File: src/rtl/key_event_decoder.sv
// key_event_decoder
// Turns four debounced key levels into discrete key events (press, release,
// long-press, auto-repeat), queues them in a small FIFO and presents the
// FIFO head over a valid/ready handshake.
//
// Ports:
//   clk        system clock, all state on the rising edge
//   rst        synchronous active-high reset
//   keys       debounced key levels, bit i = key i
//   evt_valid  FIFO head holds an event
//   evt_ready  consumer accepts the head this cycle
//   evt_key    key index of the head event (0 while evt_valid is low)
//   evt_type   00 press, 01 release, 10 long, 11 repeat (0 while evt_valid is low)
//   overflow   sticky flag, an event was dropped at a per-key pending slot
//   ovf_clr    clears overflow (a simultaneous drop wins)
module key_event_decoder #(
  parameter int unsigned LONG_CYCLES   = 50_000_000,
  parameter int unsigned REPEAT_CYCLES = 10_000_000,
  parameter int unsigned FIFO_DEPTH    = 4,
  parameter logic        PRESS_LEVEL   = 1'b0
) (
  input  logic       clk,
  input  logic       rst,
  input  logic [3:0] keys,
  output logic       evt_valid,
  input  logic       evt_ready,
  output logic [1:0] evt_key,
  output logic [1:0] evt_type,
  output logic       overflow,
  input  logic       ovf_clr
);

  localparam int unsigned MAX_CYCLES = (LONG_CYCLES > REPEAT_CYCLES) ? LONG_CYCLES : REPEAT_CYCLES;
  localparam int unsigned CNT_W      = $clog2(MAX_CYCLES + 1);
  localparam int unsigned PTR_W      = $clog2(FIFO_DEPTH);

  localparam logic [CNT_W-1:0] LONG_LAST   = CNT_W'(LONG_CYCLES - 1);
  localparam logic [CNT_W-1:0] REPEAT_LAST = CNT_W'(REPEAT_CYCLES - 1);
  localparam logic [PTR_W:0]   FIFO_FULL   = (PTR_W + 1)'(FIFO_DEPTH);

  localparam logic [1:0] ST_IDLE    = 2'd0;
  localparam logic [1:0] ST_PRESSED = 2'd1;
  localparam logic [1:0] ST_HELD    = 2'd2;

  localparam logic [1:0] EV_PRESS   = 2'b00;
  localparam logic [1:0] EV_RELEASE = 2'b01;
  localparam logic [1:0] EV_LONG    = 2'b10;
  localparam logic [1:0] EV_REPEAT  = 2'b11;

  logic [3:0]       k_q;
  logic [1:0]       state_q    [4];
  logic [1:0]       state_d    [4];
  logic [CNT_W-1:0] cnt_q      [4];
  logic [CNT_W-1:0] cnt_d      [4];
  logic [3:0]       pend_vld_q;
  logic [3:0]       pend_vld_d;
  logic [1:0]       pend_type_q[4];
  logic [1:0]       pend_type_d[4];
  logic             ovf_q;
  logic             ovf_d;

  logic [3:0]       mem_q [FIFO_DEPTH];
  logic [PTR_W-1:0] wr_q;
  logic [PTR_W-1:0] rd_q;
  logic [PTR_W:0]   count_q;

  logic [3:0] key_pressed;
  logic [3:0] gen_evt;
  logic [1:0] gen_type [4];
  logic [3:0] grant;
  logic [3:0] drop;
  logic       push;
  logic       pop;
  logic       can_push;
  logic [1:0] push_key;
  logic [1:0] push_type;

  assign key_pressed = PRESS_LEVEL ? k_q : ~k_q;

  // Per-key press/long/repeat state machines and event generation
  always_comb begin
    for (int i = 0; i < 4; i++) begin
      state_d[i]  = state_q[i];
      cnt_d[i]    = cnt_q[i];
      gen_evt[i]  = 1'b0;
      gen_type[i] = EV_PRESS;
      case (state_q[i])
        ST_IDLE: begin
          if (key_pressed[i]) begin
            gen_evt[i]  = 1'b1;
            gen_type[i] = EV_PRESS;
            cnt_d[i]    = {CNT_W{1'b0}};
            state_d[i]  = ST_PRESSED;
          end else begin
            cnt_d[i] = {CNT_W{1'b0}};
          end
        end
        ST_PRESSED, ST_HELD: begin
          // Release outranks a long/repeat falling due in the same cycle
          if (!key_pressed[i]) begin
            gen_evt[i]  = 1'b1;
            gen_type[i] = EV_RELEASE;
            cnt_d[i]    = {CNT_W{1'b0}};
            state_d[i]  = ST_IDLE;
          end else if ((state_q[i] == ST_PRESSED) && (cnt_q[i] == LONG_LAST)) begin
            gen_evt[i]  = 1'b1;
            gen_type[i] = EV_LONG;
            cnt_d[i]    = {CNT_W{1'b0}};
            state_d[i]  = ST_HELD;
          end else if ((state_q[i] == ST_HELD) && (cnt_q[i] == REPEAT_LAST)) begin
            gen_evt[i]  = 1'b1;
            gen_type[i] = EV_REPEAT;
            cnt_d[i]    = {CNT_W{1'b0}};
          end else begin
            cnt_d[i] = cnt_q[i] + CNT_W'(1);
          end
        end
        default: begin
          state_d[i] = ST_IDLE;
          cnt_d[i]   = {CNT_W{1'b0}};
        end
      endcase
    end
  end

  // Fixed-priority arbiter (key 0 first) moving one pending event into the FIFO
  always_comb begin : arb
    logic found;
    found     = 1'b0;
    pop       = evt_valid & evt_ready;
    // A pop in the same cycle frees a slot, so a full FIFO can still accept
    can_push  = (count_q != FIFO_FULL) | pop;
    grant     = 4'b0000;
    push_key  = 2'd0;
    push_type = EV_PRESS;
    for (int i = 0; i < 4; i++) begin
      if (pend_vld_q[i] && can_push && !found) begin
        grant[i]  = 1'b1;
        found     = 1'b1;
        push_key  = 2'(i);
        push_type = pend_type_q[i];
      end else begin
        grant[i] = 1'b0;
      end
    end
    push = found;
  end

  // Pending slots: a slot being written out this cycle can take a new event
  always_comb begin
    for (int i = 0; i < 4; i++) begin
      pend_vld_d[i]  = pend_vld_q[i] & ~grant[i];
      pend_type_d[i] = pend_type_q[i];
      drop[i]        = 1'b0;
      if (gen_evt[i]) begin
        if (pend_vld_d[i]) begin
          drop[i] = 1'b1;
        end else begin
          pend_vld_d[i]  = 1'b1;
          pend_type_d[i] = gen_type[i];
        end
      end else begin
        drop[i] = 1'b0;
      end
    end
    if (|drop) begin
      ovf_d = 1'b1;
    end else if (ovf_clr) begin
      ovf_d = 1'b0;
    end else begin
      ovf_d = ovf_q;
    end
  end

  // Input register, key FSM state, counters, pending slots and overflow flag
  always_ff @(posedge clk) begin
    if (rst) begin
      k_q        <= {4{~PRESS_LEVEL}};
      pend_vld_q <= 4'b0000;
      ovf_q      <= 1'b0;
      for (int i = 0; i < 4; i++) begin
        state_q[i]     <= ST_IDLE;
        cnt_q[i]       <= {CNT_W{1'b0}};
        pend_type_q[i] <= EV_PRESS;
      end
    end else begin
      k_q        <= keys;
      pend_vld_q <= pend_vld_d;
      ovf_q      <= ovf_d;
      for (int i = 0; i < 4; i++) begin
        state_q[i]     <= state_d[i];
        cnt_q[i]       <= cnt_d[i];
        pend_type_q[i] <= pend_type_d[i];
      end
    end
  end

  // Event FIFO storage and pointers
  always_ff @(posedge clk) begin
    if (rst) begin
      wr_q    <= {PTR_W{1'b0}};
      rd_q    <= {PTR_W{1'b0}};
      count_q <= {(PTR_W + 1){1'b0}};
      for (int i = 0; i < FIFO_DEPTH; i++) begin
        mem_q[i] <= 4'b0000;
      end
    end else begin
      if (push) begin
        mem_q[wr_q] <= {push_key, push_type};
        wr_q        <= wr_q + PTR_W'(1);
      end
      if (pop) begin
        rd_q <= rd_q + PTR_W'(1);
      end
      case ({push, pop})
        2'b10:   count_q <= count_q + (PTR_W + 1)'(1);
        2'b01:   count_q <= count_q - (PTR_W + 1)'(1);
        default: count_q <= count_q;
      endcase
    end
  end

  assign evt_valid = (count_q != {(PTR_W + 1){1'b0}});
  assign evt_key   = evt_valid ? mem_q[rd_q][3:2] : 2'd0;
  assign evt_type  = evt_valid ? mem_q[rd_q][1:0] : 2'd0;
  assign overflow  = ovf_q;

endmodule

File: config.mk
export PLATFORM = sky130hd
export DESIGN_NAME = key_event_decoder
export DESIGN_NICKNAME = d
export VERILOG_FILES = /design/src/rtl/key_event_decoder.sv
export SDC_FILE = /design/constraint.sdc
export NUM_CORES = 1
export LEC_CHECK = 0
export ABC_AREA = 0
export BUFFER_PORTS_ARGS = -buffer_cell sky130_fd_sc_hd__buf_2
export CAP_MARGIN = 10
export CORE_ASPECT_RATIO = 0.9
export CORE_UTILIZATION = 44
export DETAILED_ROUTE_END_ITERATION = 10
export PLACE_DENSITY = 0.64
export SKIP_CTS_REPAIR_TIMING = 1
export SLEW_MARGIN = 20
export SYNTH_ARGS = -nofsm -noshare
export SYNTH_HDL_FRONTEND = slang
export SYNTH_SLANG_ARGS = --single-unit
File: constraint.sdc
create_clock -name clk -period 3.7 [get_ports clk]
set_input_delay 0.37 -clock clk [delete_from_list [all_inputs] [get_ports clk]]
set_output_delay 0.37 -clock clk [all_outputs]
set_load 0.02 [all_outputs]
==> out/qor.txt <==
Largest area contributor in the netlist -> dfxtp_1
Initial antenna violation count -> 0
Initial drt markers -> 307
Fillers -> 1,599
Synth warnings -> 0
Internal -> 3.00 mW
Sw power -> 1.28 mW
Total number of vias -> 5,584
Rel. slew slack -> 43.0%
Seq/Total Area, Yosys -> 43.0%
Worst-path fanout max -> 23
RSZ-0062 raised after global routing -> no
Max VDD drop -> 0.362 mV
Hpwl dp -> 9.92 mm
I/O pin count -> 14
Worst-path clk slew -> 0.07 ns
Mux cell area share after synthesis -> 3.49%
Area grow syn2layout -> 10.4%
#FFs+latches synth -> 154
Status -> finished clean
Post-synthesis simple-gate area fraction -> 28.4%
Core Util, Final -> 49.4%
Core area -> 16,800 µm²
Levels on crit path -> 7
Count leader, synth -> nor2_1
Compound-cell area share of the yosys netlist -> 5.56%
Max Clk Rate -> 364 MHz
Kind of critical path -> reg2reg
Crit path launch type -> flop
Max Cap Viol -> 0
First-pass GRT wire length -> 25.0 mm
Total track usage -> 17.5%
Worst Path Buf+Inv -> 1
Drc violations -> 0
Synth Area in Adders -> 4.42%
CP Cell Sequence -> inv_1 -> ha_1 -> or4bb_1 -> nor4_2 -> o21ai_1 -> nand2_1 -> nor2_1
Final non-filler cell total -> 1,082
Cell row count -> 45
Fin nets -> 892
DIE AREA -> 17,600 µm²
DIE HEIGHT -> 126 µm
Vias/cell -> 5.16
Slowest CP cell -> nand2_1
CP delay by family, top -> simple AND/OR/NAND/NOR gates
Leakage power -> 2.70 nW
Switching share of power -> 29.8%
Post-synth top area share -> 36.7%
Placed cell area -> 7780 µm²
Fin Setup TNS -> 0 ns
Cell count after placement -> 1,050
Syn avg cell area -> 8.89 µm²
Port Buffer Count -> 13
Hold Crit Class -> in2reg
Ant. Diodes -> 0
Final Cell Area -> 8320 µm²
Mapped Area -> 7530 µm²
Worst-Skew Late Latency -> 0.43 ns
EDFF count, synth -> 16
Worst Path Arrival -> 3.02 ns
Detailed Route WL -> 14.2 mm
WL per Instance -> 13.1 µm
RD Place Congestion -> 0.793
Worst r2r path cells -> 7
Clock skew -> 0.00928 ns
Post-Synth XOR/XNOR Area -> 11.7%
Min-Delay Path Depth -> 2
Final period utilization -> 74.3%
Largest family of logic cells by synthesized area -> simple AND/OR/NAND/NOR gates
Grt total ovfl -> 0
Number of global-route vias before repair -> 5,271
Synthesized netlist cell count -> 847
Slew @ Worst Pin -> 0.848 ns
Die X -> 140 µm
Power per cell area -> 514 nW/µm²
Pins over their slew limit -> 0
Final setup violation count -> 0
Min Tclk post-route -> 2.75 ns
WP data required -> 3.98 ns
Sequential power share -> 45.1%
Crit-path max cell delay -> 0.65 ns
Synth cell count leaders -> 159 x nor2_1, 138 x dfxtp_1, 74 x nand2_1, 66 x xnor2_1, 37 x inv_1
Largest net degree at the start of global routing -> 27
Root buf cell -> clkbuf_16
Synth top area cells -> dfxtp_1 37%, nor2_1 7.9%, xnor2_1 7.7%
Critical Path End Type -> flop
Synth Flop Type -> dfxtp_1
Syn_nets -> 881
Layout cells sized above 1 -> 7.69%
Starting density of the core -> 44.7%
# H-tree levels -> 4
Post-synth cell types -> 66
CTS buffer count -> 17
Hold violation count in the final report -> 0
Antenna viol nets, final -> 0
CTS sink cnt -> 154
Comb power frac -> 17.5%
Clock power share -> 37.4%
Clock buffer depth -> 2
Fraction of registers with async set/reset -> 0%
FF-to-FF setup slack -> 0.95 ns
Detailed Routing Iterations Pass 1 -> 4
CTS tree -> built
[cells by family after synthesis]
group / count (synthesis)
simple gates: 423
flops: 154
mux: 21
xor+xnor: 101
buf+inv: 62
fa+ha+maj: 26
compound gates: 60
[layout by cell type (no fill, tap or decap), types with 5 or more instances in the layout]
cell type,instances
a21oi_1,19
and2_1,7
and3_1,13
and4_1,6
buf_2,13
clkbuf_16,17
dfxtp_1,138
edfxtp_1,16
ha_1,25
inv_1,37
inv_6,5
mux2i_1,15
nand2_1,74
nand2b_1,8
nand3_1,34
nand4_1,20
nand4b_1,7
nor2_1,159
nor3_1,25
nor4_1,18
o21ai_0,11
or3_1,12
or4_1,5
xnor2_1,66
xor2_1,35
[routing by layer]
metal / track usage (%) / wire (µm)
met1: 23.3 / 7420
met2: 27.6 / 6300
met3: 4.07 / 297
met4: 6.72 / 206
met5: 0 / 0
[stage by stage]
stage	worst slack [ns]	power, mW	hold WS [ns]
2_1_floorplan	1.44	2.54	0.417
3_3_place_gp	1.14	2.71	0.429
3_5_place_dp	0.976	2.71	0.435
4_1_cts	0.956	4.33	0.112
5_1_grt	0.743	4.51	0.116
6_report	0.951	4.28	0.125
[registers in the layout, summed over array words and instances, names as in the netlist, named ones only]
register     count
overflow         1
pend_vld_q       4
wr_q             2
state_q          8
mem_q           16
pend_type_q      8
rd_q             2
cnt_q          104
k_q              4
count_q          3
[power by group through the flow]
stage                     registers (mW)  clock network [mW]  logic, mW
final                               1.93                1.60      0.749
after CTS                           1.93                1.64      0.756
after floorplan                     1.92                   0      0.613
after global routing                1.95                1.71      0.849
after global placement              1.96                   0      0.744
after detailed placement            1.96                   0      0.749
[path summary, 6_finish.rpt]
path / start / endpoint
worst min register to register: cnt_q[0][0]$_SDFF_PP0_ / cnt_q[0][0]$_SDFF_PP0_
worst min-delay path: keys[1] / k_q[1]$_SDFF_PP1_
worst max register to register: state_q[3][0]$_SDFFE_PP0P_ / cnt_q[3][24]$_SDFF_PP0_
worst max-delay path: state_q[3][0]$_SDFFE_PP0P_ / cnt_q[3][24]$_SDFF_PP0_
[area by class of cell]
| cell class | count | area [µm²] | area share [%] |
|---|---|---|---|
| sequential | 154 | 3240 | 39.0 |
| timing repair buffer | 16 | 87.6 | 1.05 |
| clock buffer | 18 | 429 | 5.16 |
| inverter | 38 | 143 | 1.71 |
| multi-input combinational | 631 | 4040 | 48.6 |
| tap | 211 | 264 | 3.17 |
| clock inverter | 14 | 113 | 1.35 |
No activity file was read; power rests on OpenSTA's default activity.
